### config.mk
export PLATFORM = sky130hd
export DESIGN_NAME = vga_timing_gen
export DESIGN_NICKNAME = d
export VERILOG_FILES = /design/src/rtl/vga_pkg.sv /design/src/rtl/sync_delay_line.sv /design/src/rtl/vga_timing_gen.sv
export SDC_FILE = /design/constraint.sdc
export NUM_CORES = 1
export LEC_CHECK = 0
export BUFFER_PORTS_ARGS = -buffer_cell sky130_fd_sc_hd__buf_2
export CORE_MARGIN = 1.5
export CORE_UTILIZATION = 45
export DETAILED_ROUTE_END_ITERATION = 10
export GPL_TIMING_DRIVEN = 0
export PLACE_DENSITY = 0.76
export SLEW_MARGIN = 5
export SYNTH_ARGS = -nofsm -noshare
export SYNTH_HDL_FRONTEND = slang
export SYNTH_SLANG_ARGS = --single-unit
### constraint.sdc
create_clock -name vga_clk -period 2.8 [get_ports vga_clk]
set_clock_uncertainty 0.05 [all_clocks]
set_input_delay 0.14 -clock vga_clk [delete_from_list [all_inputs] [get_ports vga_clk]]
set_output_delay 0.14 -clock vga_clk [all_outputs]
set_load 0.05 [all_outputs]
### src/rtl/vga_pkg.sv
// Shared raster timing constants and sync-bit types for the pixel pipeline
// (timing generator, background renderer, sprite stages).
package vga_pkg;

   localparam int COORD_W = 10;

   localparam int VGA_H_VISIBLE = 640;
   localparam int VGA_H_FP      = 16;
   localparam int VGA_H_SYNC    = 96;
   localparam int VGA_H_BP      = 48;
   localparam int VGA_H_TOTAL   = VGA_H_VISIBLE + VGA_H_FP + VGA_H_SYNC + VGA_H_BP;

   localparam int VGA_V_VISIBLE = 480;
   localparam int VGA_V_FP      = 10;
   localparam int VGA_V_SYNC    = 2;
   localparam int VGA_V_BP      = 33;
   localparam int VGA_V_TOTAL   = VGA_V_VISIBLE + VGA_V_FP + VGA_V_SYNC + VGA_V_BP;

   // Both syncs are active-low; the idle level is what reset drives.
   localparam logic SYNC_ACTIVE = 1'b0;
   localparam logic SYNC_IDLE   = 1'b1;

   typedef struct packed {
      logic blank;
      logic hs;
      logic vs;
   } sync_bits_t;

   localparam sync_bits_t SYNC_BITS_RESET = '{blank: 1'b0, hs: SYNC_IDLE, vs: SYNC_IDLE};

endpackage

### src/rtl/sync_delay_line.sv
// Fixed-depth shift register that re-times sync/blank to match the pixel-path
// latency; DEPTH==0 degenerates to a wire.
module sync_delay_line #(
   parameter int               WIDTH     = 3,
   parameter int               DEPTH     = 2,
   parameter logic [WIDTH-1:0] RESET_VAL = '0
) (
   input  logic             vga_clk,
   input  logic             reset_n,
   input  logic [WIDTH-1:0] i_data,
   output logic [WIDTH-1:0] o_data
);

   generate
      if (DEPTH == 0) begin : g_bypass
         assign o_data = i_data;
      end else begin : g_shift
         logic [WIDTH-1:0] r_stage [DEPTH];

         always_ff @(posedge vga_clk) begin
            if (!reset_n) begin
               for (int i = 0; i < DEPTH; i++) begin
                  r_stage[i] <= RESET_VAL;
               end
            end else begin
               r_stage[0] <= i_data;
               for (int i = 1; i < DEPTH; i++) begin
                  r_stage[i] <= r_stage[i-1];
               end
            end
         end

         assign o_data = r_stage[DEPTH-1];
      end
   endgenerate

endmodule

### src/rtl/vga_timing_gen.sv
// Raster scan generator: free-running pixel/line counters with registered,
// zero-skew decodes, event pulses, frame counter and latency-matched syncs.
module vga_timing_gen
   import vga_pkg::*;
#(
   parameter int H_VISIBLE = VGA_H_VISIBLE,
   parameter int H_FP      = VGA_H_FP,
   parameter int H_SYNC    = VGA_H_SYNC,
   parameter int H_BP      = VGA_H_BP,
   parameter int V_VISIBLE = VGA_V_VISIBLE,
   parameter int V_FP      = VGA_V_FP,
   parameter int V_SYNC    = VGA_V_SYNC,
   parameter int V_BP      = VGA_V_BP,
   parameter int PIPE_LAT  = 2,
   parameter int FC_W      = 16
) (
   input  logic               vga_clk,
   input  logic               reset_n,
   output logic [COORD_W-1:0] DrawX,
   output logic [COORD_W-1:0] DrawY,
   output logic               blank,
   output logic               hs,
   output logic               vs,
   output logic               line_start,
   output logic               frame_start,
   output logic               vblank_start,
   output logic [FC_W-1:0]    frame_cnt,
   output logic               blank_d,
   output logic               hs_d,
   output logic               vs_d
);

   localparam int H_TOTAL = H_VISIBLE + H_FP + H_SYNC + H_BP;
   localparam int V_TOTAL = V_VISIBLE + V_FP + V_SYNC + V_BP;

   localparam logic [COORD_W-1:0] H_LAST   = COORD_W'(H_TOTAL - 1);
   localparam logic [COORD_W-1:0] V_LAST   = COORD_W'(V_TOTAL - 1);
   localparam logic [COORD_W-1:0] H_VIS    = COORD_W'(H_VISIBLE);
   localparam logic [COORD_W-1:0] V_VIS    = COORD_W'(V_VISIBLE);
   localparam logic [COORD_W-1:0] HS_START = COORD_W'(H_VISIBLE + H_FP);
   localparam logic [COORD_W-1:0] HS_END   = COORD_W'(H_VISIBLE + H_FP + H_SYNC);
   localparam logic [COORD_W-1:0] VS_START = COORD_W'(V_VISIBLE + V_FP);
   localparam logic [COORD_W-1:0] VS_END   = COORD_W'(V_VISIBLE + V_FP + V_SYNC);

   logic [COORD_W-1:0] r_x, r_y;
   logic               r_blank, r_hs, r_vs;
   logic               r_line_start, r_frame_start, r_vblank_start;
   logic [FC_W-1:0]    r_frame_cnt;

   logic               w_x_wrap;
   logic [COORD_W-1:0] w_x_next, w_y_next;
   logic               w_blank_next, w_hs_next, w_vs_next;
   logic               w_line_start_next, w_frame_start_next, w_vblank_start_next;
   sync_bits_t         w_sync_d;

   // Decodes look at the next counter values so every registered output
   // lines up with the DrawX/DrawY presented in the same cycle.
   always_comb begin
      w_x_wrap = (r_x == H_LAST);
      w_x_next = w_x_wrap ? '0 : r_x + 1'b1;
      w_y_next = r_y;
      if (w_x_wrap) begin
         w_y_next = (r_y == V_LAST) ? '0 : r_y + 1'b1;
      end
      w_blank_next        = (w_x_next < H_VIS) && (w_y_next < V_VIS);
      w_hs_next           = (w_x_next >= HS_START && w_x_next < HS_END) ? SYNC_ACTIVE : SYNC_IDLE;
      w_vs_next           = (w_y_next >= VS_START && w_y_next < VS_END) ? SYNC_ACTIVE : SYNC_IDLE;
      w_line_start_next   = (w_x_next == '0);
      w_frame_start_next  = w_line_start_next && (w_y_next == '0);
      w_vblank_start_next = w_line_start_next && (w_y_next == V_VIS);
   end

   // Reset parks the scan on the last pixel so release starts a fresh frame.
   always_ff @(posedge vga_clk) begin
      if (!reset_n) begin
         r_x            <= H_LAST;
         r_y            <= V_LAST;
         r_blank        <= 1'b0;
         r_hs           <= SYNC_IDLE;
         r_vs           <= SYNC_IDLE;
         r_line_start   <= 1'b0;
         r_frame_start  <= 1'b0;
         r_vblank_start <= 1'b0;
         r_frame_cnt    <= '1;
      end else begin
         r_x            <= w_x_next;
         r_y            <= w_y_next;
         r_blank        <= w_blank_next;
         r_hs           <= w_hs_next;
         r_vs           <= w_vs_next;
         r_line_start   <= w_line_start_next;
         r_frame_start  <= w_frame_start_next;
         r_vblank_start <= w_vblank_start_next;
         if (w_frame_start_next) begin
            r_frame_cnt <= r_frame_cnt + 1'b1;
         end
      end
   end

   sync_delay_line #(
      .WIDTH     (3),
      .DEPTH     (PIPE_LAT),
      .RESET_VAL (SYNC_BITS_RESET)
   ) u_sync_delay (
      .vga_clk (vga_clk),
      .reset_n (reset_n),
      .i_data  ({r_blank, r_hs, r_vs}),
      .o_data  (w_sync_d)
   );

   assign DrawX        = r_x;
   assign DrawY        = r_y;
   assign blank        = r_blank;
   assign hs           = r_hs;
   assign vs           = r_vs;
   assign line_start   = r_line_start;
   assign frame_start  = r_frame_start;
   assign vblank_start = r_vblank_start;
   assign frame_cnt    = r_frame_cnt;
   assign blank_d      = w_sync_d.blank;
   assign hs_d         = w_sync_d.hs;
   assign vs_d         = w_sync_d.vs;

endmodule
==> results_dict.tcl, run 1 <==
set metrics [dict create \
    outcome "complete, but fails checks" \
    failed_checks "negative setup slack" \
    period_share 1.027 \
    drt-pass1-iter-count 5 \
    leakage_nw 1.395 \
    root_buffer "clkbuf_8" \
    grt_antenna_before_repair 0 \
    ys_ff_latch 48 \
    die_w_um 77.96 \
    place.gp.congestion 0.9008 \
    place_ws_ns -0.3117 \
    r2r_slack_ns -0.08 \
    maxCapViolCount 0 \
    path_clk_slew_ns 0.10 \
    ys_top_cells_by_area "dfxtp_1 (38%), nand3_1 (5.1%), nand2_1 (3.9%)" \
    wl_per_cell_um 15.81 \
    finalPower_mw 3.188 \
    synthesis.instances 305 \
    p_sw_frac 0.4539 \
    grt_pass1_vias 2273 \
    avgSynthCellArea_sq_um 8.291 \
    r2r_end "frame_cnt[3]" \
    startpoint_type "flip-flop" \
    antenna_cells 0 \
    synth_async_sr_flop_share 0 \
    ys_top_cells_by_count "dfxtp_1 (48), nand2_1 (26), nand3_1 (26), nor2_1 (26), o21ai_0 (16)" \
    finalHoldViolations 0 \
    hold_depth 2 \
    clkPwrFrac 0.190 \
    clkSinkCount 48 \
    cp_max_fo 5 \
    power_switching_mw 1.447 \
    routed_via_density 5.839 \
    rows 27 \
    yosysUniqueCellTypes 52 \
    ys_seq_area_frac 0.3800 \
    syn_area_sq_um 2529 \
    cts_hold_buf 0 \
    die_h_um 77.96 \
    yosys_warnings 0 \
    place_inst 423 \
    cts_buffers 5 \
    crit-reg2reg-launch "DrawY[5]" \
    p_int_mw 1.741 \
    crit_type "flip-flop to flip-flop" \
    synthFlopType "dfxtp_1" \
    totalWireLength_mm 6.971 \
    grt_max_degree 17 \
    slew_headroom 0.5759 \
    post-route-drc-count 0 \
    slew_viol_final 0 \
    synth_nets 311 \
    grt_first_pass_wirelength_mm 10.87 \
    fill_cells 493 \
    setup_ws_ns -0.07541 \
    synth_edf_count 0 \
    synth_top_cell_by_area "dfxtp_1" \
    p_seq_frac 0.297 \
    hpwl_mm 4.445 \
    yosysTopAreaCellShare 0.3800 \
    rsz0062_at_grt "yes" \
    via_count 2575 \
    port_buffers 46 \
    nets 374 \
    cts_tree "built" \
    peakVddDrop_mv 0.7129 \
    setup_viol 3 \
    fmax_ghz 0.3478 \
    whs_endpoint "DrawX[9]" \
    fin_util 0.6054 \
    clock_latency_ns 0.31 \
    powerDensity_nw_per_um2 962.1 \
    h-tree-depth 2 \
    stdcell_count 441 \
    clockBufferDepth 2 \
    tightestPinTransition_ns 0.6304 \
    drtAntennaViolNets 0 \
    cp-end-kind "flip-flop" \
    reg2reg_depth 9 \
    required_ns 2.95 \
    comb_power_share 0.512 \
    globalRouteTotalUtil 0.2250 \
    hold_path.class "primary input to flip-flop" \
    dieArea_sq_um 6078 \
    area_growth_pct 31.02 \
    crit_arrival_ns 3.03 \
    drive_above_1_share 0.3279 \
    core_area_sq_um 5473 \
    gr-total-overflow 0 \
    yosys.cell_count.top_type "dfxtp_1" \
    hp-start "reset_n" \
    final.min_clock_period_ns 2.875 \
    start_util 0.4620 \
    drt_iter0_drc 214 \
    fin_setup_tns_ns -0.1688 \
    ios 47 \
]
==> cell usage in the layout, fill, tap and decap left out, types with 3 or more instances in the layout <==
cell type  instances
nand2_1           26
nor2_1            26
clkbuf_1           5
and2_1             7
nand3_1           24
xor2_1             6
xnor2_1            5
dfxtp_2           13
and3_1             4
dfxtp_1           33
and4_1             8
buf_2             47
nor4_4             5
a21oi_1            3
o21ai_1            6
nand3b_1           3
a31oi_1            8
nor4_1             5
buf_6              5
buf_4             17
clkbuf_8           5
nand2b_1           9
inv_1              9
or4_1              3
or3_1              6
nand4_1            8
o21a_1             3
o21ai_0           13
nor3_1             6
==> critical path, cell delays in order (launching register included) <==
cell	delay, ns
dfxtp_4	0.36
or4_4	0.55
nor4_4	0.22
buf_4	0.20
o221ai_4	0.11
nor4_4	0.37
nand4_4	0.22
buf_6	0.18
o31a_1	0.22
or3_1	0.29
==> worst max-delay path by stage <==
stage,startpoint,end,slack [ns],cells past startpoint
6_report,DrawY[5],frame_cnt[3],-0.08,9
3_5_place_dp,DrawX[0],frame_cnt[15],-0.31,9
2_1_floorplan,DrawY[6],frame_cnt[11],-0.01,8
5_1_grt,DrawY[5],frame_cnt[3],-0.15,9
4_1_cts,DrawY[6],frame_cnt[6],0.02,10
3_3_place_gp,DrawX[0],frame_cnt[15],-0.34,9
==> timing repair <==
action | 4_1_cts | 5_1_grt
setup endpoints to repair | 18 | 18
gates resized for setup | 22 | 28
buffers inserted | 11 | 8
pin swaps | 13 | 11
cloned | 0 | 0
==> kinds of logic after synthesis <==
kind of cell | count (synthesis) | synth area share
AOI/OAI and AO/OA | 53 | 0.1376
xor gates and xnor gates | 11 | 0.03810
adders and majority gates | 4 | 0.01979
buffers and inverters | 29 | 0.05196
DFF | 48 | 0.3800
muxes | 3 | 0.01286
and+or+nand+nor | 157 | 0.3597
==> per-stage QoR <==
| step | area [sq um] | hold slack (ns) |
|---|---|---|
| 6_report | 3313 | 0.05562 |
| 5_1_grt | 3313 | 0.05645 |
| 4_1_cts | 3167 | 0.04608 |
| 3_5_place_dp | 2874 | 0.3471 |
| 3_3_place_gp | 2874 | 0.3392 |
| 2_1_floorplan | 2554 | 0.1663 |
==> layout make-up <==
| class | count | area (sq um) | area share |
|---|---|---|---|
| well taps | 72 | 90.09 | 0.02719 |
| clock inverters | 3 | 68.82 | 0.02077 |
| flip-flops and latches | 48 | 984.7 | 0.2972 |
| repair buffers | 65 | 384.1 | 0.1159 |
| plain buffers | 10 | 58.81 | 0.01775 |
| inverters | 10 | 37.54 | 0.01133 |
| multi-input cells | 228 | 1620 | 0.4890 |
| clock buffers | 5 | 68.82 | 0.02077 |
==> routing by layer <==
layer | vias up | GRT usage | wire length, um
li1 | 1238 | - | -
met5 | - | 0 | 0
met4 | 0 | 0.08750 | 159
met2 | 111 | 0.3730 | 3330
met1 | 1210 | 0.2917 | 3090
met3 | 16 | 0.03647 | 389
==> power groups by stage <==
stage / logic (mW) / clock network [mW] / registers [mW]
6_report: 1.63 / 0.607 / 0.948
5_1_grt: 1.73 / 0.638 / 0.962
4_1_cts: 1.39 / 0.612 / 0.927
3_5_place_dp: 1.25 / 0 / 0.885
3_3_place_gp: 1.24 / 0 / 0.884
2_1_floorplan: 0.728 / 0 / 1.14
==> sequential cells by signal, indices dropped and copies added, names as in the netlist <==
register / count
blank: 1
vblank_start: 1
DrawY: 10
u_sync_delay.g_shift.r_stage: 6
DrawX: 10
hs: 1
frame_cnt: 16
vs: 1
frame_start: 1
line_start: 1
No activity file was read; power rests on OpenSTA's default activity.
==> run 2: changes to the inputs <==
- CORE_MARGIN: 1.5 -> 3
==> run 2 against run 1 <==
Net effect: the run now ends clean; count of clock-buffer cells in the layout rose by 2; routed wire length fell by 8.4%; sequential power fell by 2.5%; utilization rose by 0.38 points; flip-flop and latch count did not move; die area rose by 7.8%.
==> results_dict.tcl, run 2 (same netlist as run 1, synthesis figures left out) <==
set metrics [dict create \
    ios 47 \
    startpoint_type "flip-flop" \
    h-tree-depth 2 \
    cts_hold_buf 0 \
    grt_max_degree 15 \
    cp_cell_sequence "or4_4 -> nor4_4 -> buf_6 -> o22ai_4 -> nor4_4 -> nand4_4 -> o31a_1 -> or3_1" \
    drt_iter0_drc 247 \
    via_count 2491 \
    cp-end-kind "flip-flop" \
    power_switching_mw 1.346 \
    clockBufferDepth 2 \
    hpwl_mm 4.487 \
    tightestPinTransition_ns 0.5605 \
    clkPwrFrac 0.185 \
    globalRouteTotalUtil 0.2055 \
    clkSinkCount 48 \
    p_sw_frac 0.4516 \
    root_buffer "clkbuf_8" \
    die_h_um 80.96 \
    peakVddDrop_mv 0.7120 \
    outcome "completed" \
    rsz0062_at_grt "yes" \
    cp_max_fo 6 \
    crit_family "simple AND/OR/NAND/NOR gates" \
    routed_via_density 5.726 \
    die_w_um 80.96 \
    gr-total-overflow 0 \
    final.min_clock_period_ns 2.674 \
    clock_latency_ns 0.31 \
    crit_arrival_ns 2.81 \
    cts_buffers 5 \
    fill_cells 460 \
    p_int_mw 1.635 \
    place.gp.congestion 0.9214 \
    drtAntennaViolNets 0 \
    place_inst 421 \
    area_growth_pct 26.97 \
    fin_util 0.6092 \
    core_area_sq_um 5270 \
    grt_pass1_vias 2276 \
    rows 26 \
    place_ws_ns -0.3297 \
    slowest_delay_ns 0.55 \
    period_share 0.9550 \
    cp_slowest_cell "or4_4" \
    hold_path.class "primary input to flip-flop" \
    drive_above_1_share 0.3041 \
    slew_viol_final 0 \
    path_clk_slew_ns 0.09 \
    wl_per_cell_um 14.69 \
    dieArea_sq_um 6555 \
    powerDensity_nw_per_um2 928.4 \
    totalWireLength_mm 6.388 \
    comb_power_share 0.505 \
    fin_setup_tns_ns 0 \
    grt_antenna_before_repair 0 \
    layout_commonest_cell "buf_2" \
    cp_common_cell "nor4_4" \
    setup_viol 0 \
    nets 370 \
    post-route-drc-count 0 \
    mostFrequentLayoutCells "buf_2 (47), dfxtp_1 (35), nand2_1 (26), nor2_1 (26), nand3_1 (24)" \
    path_buf_inv 1 \
    setup_ws_ns 0.1260 \
    p_seq_frac 0.310 \
    grt_first_pass_wirelength_mm 10.56 \
    finalPower_mw 2.981 \
    cts_tree "built" \
    slew_headroom 0.6264 \
    drt-pass1-iter-count 4 \
    antenna_cells 0 \
    fmax_ghz 0.3740 \
    maxCapViolCount 0 \
    required_ns 2.94 \
    port_buffers 46 \
    start_util 0.4798 \
    stdcell_count 435 \
    crit_type "flip-flop to flip-flop" \
    leakage_nw 1.352 \
    largest_reg_flops 16 \
    finalHoldViolations 0 \
]
==> run 2: worst paths after layout <==
check	depth (start not counted)	slack [ns]	end	start
worst max-delay path	8	0.13	frame_cnt[3]	DrawY[6]
worst min-delay path	2	0.05	DrawX[9]	reset_n
worst max register to register	8	0.13	frame_cnt[3]	DrawY[6]
worst min register to register	1	0.36	u_sync_delay.g_shift.r_stage[0][3]	u_sync_delay.g_shift.r_stage[0][0]
==> run 2: worst register-to-register path, stage by stage (launching register included) <==
cell,delay [ns]
dfxtp_4,0.35
or4_4,0.55
nor4_4,0.17
buf_6,0.18
o22ai_4,0.08
nor4_4,0.37
nand4_4,0.17
o31a_1,0.28
or3_1,0.37
==> run 2: power by group through the flow <==
stage | clock network [mW] | logic, mW | registers (mW)
5_1_grt | 0.591 | 1.60 | 0.942
3_3_place_gp | 0 | 1.24 | 0.880
2_1_floorplan | 0 | 0.728 | 1.14
6_report | 0.551 | 1.51 | 0.924
4_1_cts | 0.563 | 1.40 | 0.907
3_5_place_dp | 0 | 1.26 | 0.879
==> run 2: per-layer routing <==
metal  global-route usage  up-vias  part of all wire
met3              0.03991       10             0.065
met5                    0        -                 0
met2               0.3415       87              0.48
met1               0.2671     1161              0.44
li1                     -     1233                 -
met4              0.06757        0             0.015
==> run 2: layout make-up <==
type                    count  area, sq um  area share
inverters                  10        37.54     0.01169
flip-flops and latches     48        982.2      0.3059
repair buffers             62        361.6      0.1126
plain buffers               9        43.79     0.01364
well taps                  70        87.58     0.02728
multi-input cells         228         1572      0.4895
clock inverters             1        30.03    0.009353
clock buffers               7        96.34     0.03001
==> run 2: through the flow <==
stage	area, sq um	hold WS [ns]
4_1_cts	3134	0.04365
3_3_place_gp	2872	0.3408
6_report	3211	0.04938
3_5_place_dp	2872	0.3470
5_1_grt	3211	0.06828
2_1_floorplan	2554	0.1663
==> run 2: timing repair <==
action | CTS | global route
resized for setup | 20 | 16
endpoints found under the setup margin | 18 | 17
endpoints found under the hold margin | 0 | 0
buffers inserted | 10 | 6
pin swaps | 11 | 9
==> run 3: changes to the inputs <==
- ABC_AREA: default -> 1
- CORE_MARGIN: 3 -> default
==> run 3 against run 2 <==
Net effect: critical endpoint is now frame_cnt[9]; worst hold slack worse by 0.016 ns; highest routed layer unchanged; flip-flop and latch count unchanged; largest cell class unchanged; utilization fell by 6.0 points; clock power fell by 6.7%; cell count increased by 17%; power is 4.4% lower; largest power group unchanged.
==> results_dict.tcl, run 3 <==
set metrics [dict create \
    required_ns 2.93 \
    wl_per_cell_um 12.71 \
    core_area_sq_um 5574 \
    startpoint "DrawX[0]" \
    tightestPinTransition_ns 0.4749 \
    syn_area_sq_um 2624 \
    multi_input_area_sq_um 1453 \
    period_share 0.8799 \
    hold_path.class "primary input to flip-flop" \
    layout_commonest_cell "nand2_1" \
    mostFrequentLayoutCells "nand2_1 (108), nand3_1 (54), dfxtp_1 (48)" \
    fmax_ghz 0.4059 \
    cts_tree "built" \
    rsz0062_at_grt "no" \
    ys_seq_area_frac 0.3662 \
    ios 47 \
    yosys_warnings 0 \
    path_clk_slew_ns 0.09 \
    maxCapViolCount 0 \
    gr-total-overflow 0 \
    ys_ff_latch 48 \
    yosysTopAreaCellShare 0.3662 \
    synth_nets 390 \
    ys_top_cells_by_count "nand2_1 (108), nand3_1 (54), dfxtp_1 (48), nor2_1 (44), inv_1 (36)" \
    post-route-drc-count 0 \
    leakage_nw 1.587 \
    nets 443 \
    fill_cells 540 \
    antenna_cells 0 \
    dieArea_sq_um 6140 \
    routed_via_density 5.198 \
    die_w_um 78.36 \
    crit_arrival_ns 2.59 \
    ys_top_cells_by_area "dfxtp_1 (37%), nand2_1 (15%), nand3_1 (10%)" \
    place.gp.congestion 0.9118 \
    rows 27 \
    area_growth_pct 16.60 \
    crit_type "flip-flop to flip-flop" \
    cp-end-kind "flip-flop" \
    avgSynthCellArea_sq_um 6.833 \
    clockBufferDepth 2 \
    grt_max_degree 17 \
    slew_viol_final 0 \
    synthFlopType "dfxtp_1" \
    hpwl_mm 4.780 \
    slew_headroom 0.6834 \
    grt_first_pass_wirelength_mm 10.74 \
    cts_buffers 5 \
    seq_area_sq_um 960.9 \
    place_inst 502 \
    root_buffer "clkbuf_8" \
    outcome "completed" \
    crit-reg2reg-launch "DrawX[0]" \
    drt-pass1-iter-count 4 \
    grt_antenna_before_repair 0 \
    drtAntennaViolNets 0 \
    cp_max_fo 10 \
    ctsResizeCount 0 \
    startpoint_type "flip-flop" \
    via_count 2651 \
    totalWireLength_mm 6.481 \
    grt_pass1_vias 2378 \
    fin_setup_tns_ns 0 \
    postCtsSetupBuffers 0 \
    start_util 0.4707 \
    synth_edf_count 0 \
    port_buffers 46 \
    synth_top_cell_by_area "dfxtp_1" \
    globalRouteTotalUtil 0.2171 \
    finalHoldViolations 0 \
    cts_hold_buf 0 \
    setup_viol 0 \
    synthesis.instances 384 \
    largest_reg_flops 16 \
    peakVddDrop_mv 0.5848 \
    clock_latency_ns 0.30 \
    yosysUniqueCellTypes 27 \
    die_h_um 78.36 \
    stdcell_count 510 \
    hp-start "reset_n" \
    drt_iter0_drc 153 \
    yosys.cell_count.top_type "nand2_1" \
    clkSinkCount 48 \
    h-tree-depth 2 \
    final.min_clock_period_ns 2.464 \
    synth_async_sr_flop_share 0 \
    drive_above_1_share 0.1849 \
    powerDensity_nw_per_um2 931.0 \
]
==> run 3: changes by cell type after synthesis, moves of 7 or more <==
cell	before	now
a31oi_1	8	0
inv_1	10	36
nand3_1	26	54
nand2_1	26	108
and4_1	8	0
clkbuf_1	13	4
nand2b_1	9	0
and2_1	8	1
nand4_1	8	24
o21ai_0	16	4
nor2_1	26	44
==> run 3: metrics by stage <==
step / power [mW] / hold WS [ns] / utilization / setup WS, ns / cell area (sq um)
floorplan: 2.015 / 0.1798 / - / 0.3430 / 2624
global placement: 2.292 / 0.3327 / 0.5282 / 0.4556 / 2944
detailed placement: 2.324 / 0.3298 / 0.5282 / 0.4128 / 2944
CTS: 2.839 / 0.02111 / 0.5488 / 0.3581 / 3059
global route: 3.029 / 0.02676 / 0.5488 / 0.1774 / 3059
finish: 2.848 / 0.03307 / 0.5488 / 0.3364 / 3059
==> run 3: worst max-delay path: stages, from the launching register on <==
cell	delay [ns]
dfxtp_1	0.46
ha_1	0.28
nand3_2	0.13
nor2_2	0.14
nand2_1	0.11
buf_6	0.16
nand3_1	0.16
nand4_1	0.17
nor2_4	0.25
nand3_4	0.13
buf_6	0.16
nand2_1	0.06
nand3_1	0.06
==> run 3: path summary, 6_finish.rpt <==
path	slack, ns	end	cells after the start
hold reg to reg	0.37	u_sync_delay.g_shift.r_stage[0][3]	1
setup reg to reg	0.34	frame_cnt[9]	12
hold / removal	0.03	DrawX[8]	2
setup / recovery	0.34	frame_cnt[9]	12
==> run 3: cells by family after synthesis <==
| family | Yosys count | synth area share |
|---|---|---|
| compound gates | 11 | 0.02194 |
| xor+xnor | 15 | 0.05007 |
| fa+ha+maj | 4 | 0.01908 |
| buf+inv | 47 | 0.08011 |
| flops | 48 | 0.3662 |
| simple gates | 259 | 0.4626 |
==> run 3: routing by layer <==
metal  vias to the layer above  track usage  wire length (um)
met5                         -            0                 0
met4                         0      0.06481                72
met3                         9      0.03372               259
met2                        80       0.3667              3059
met1                      1211       0.2842              3088
li1                       1351            -                 -
==> run 3: report_power, final <==
part | internal, mW | switching [mW] | leakage [nW]
Clock | 0.269 | 0.245 | 0.0548
Combinational | 0.384 | 1.05 | 1.14
Sequential | 0.774 | 0.126 | 0.390
==> run 3: final cells by class <==
cell class | instances | share of cell area
clock inverters | 3 | 0.01513
inverters | 37 | 0.04540
clock buffers | 5 | 0.02249
well taps | 72 | 0.02945
repair buffers | 46 | 0.07526
multi-input cells | 289 | 0.4748
flip-flops and latches | 48 | 0.3141
plain buffers | 10 | 0.02331
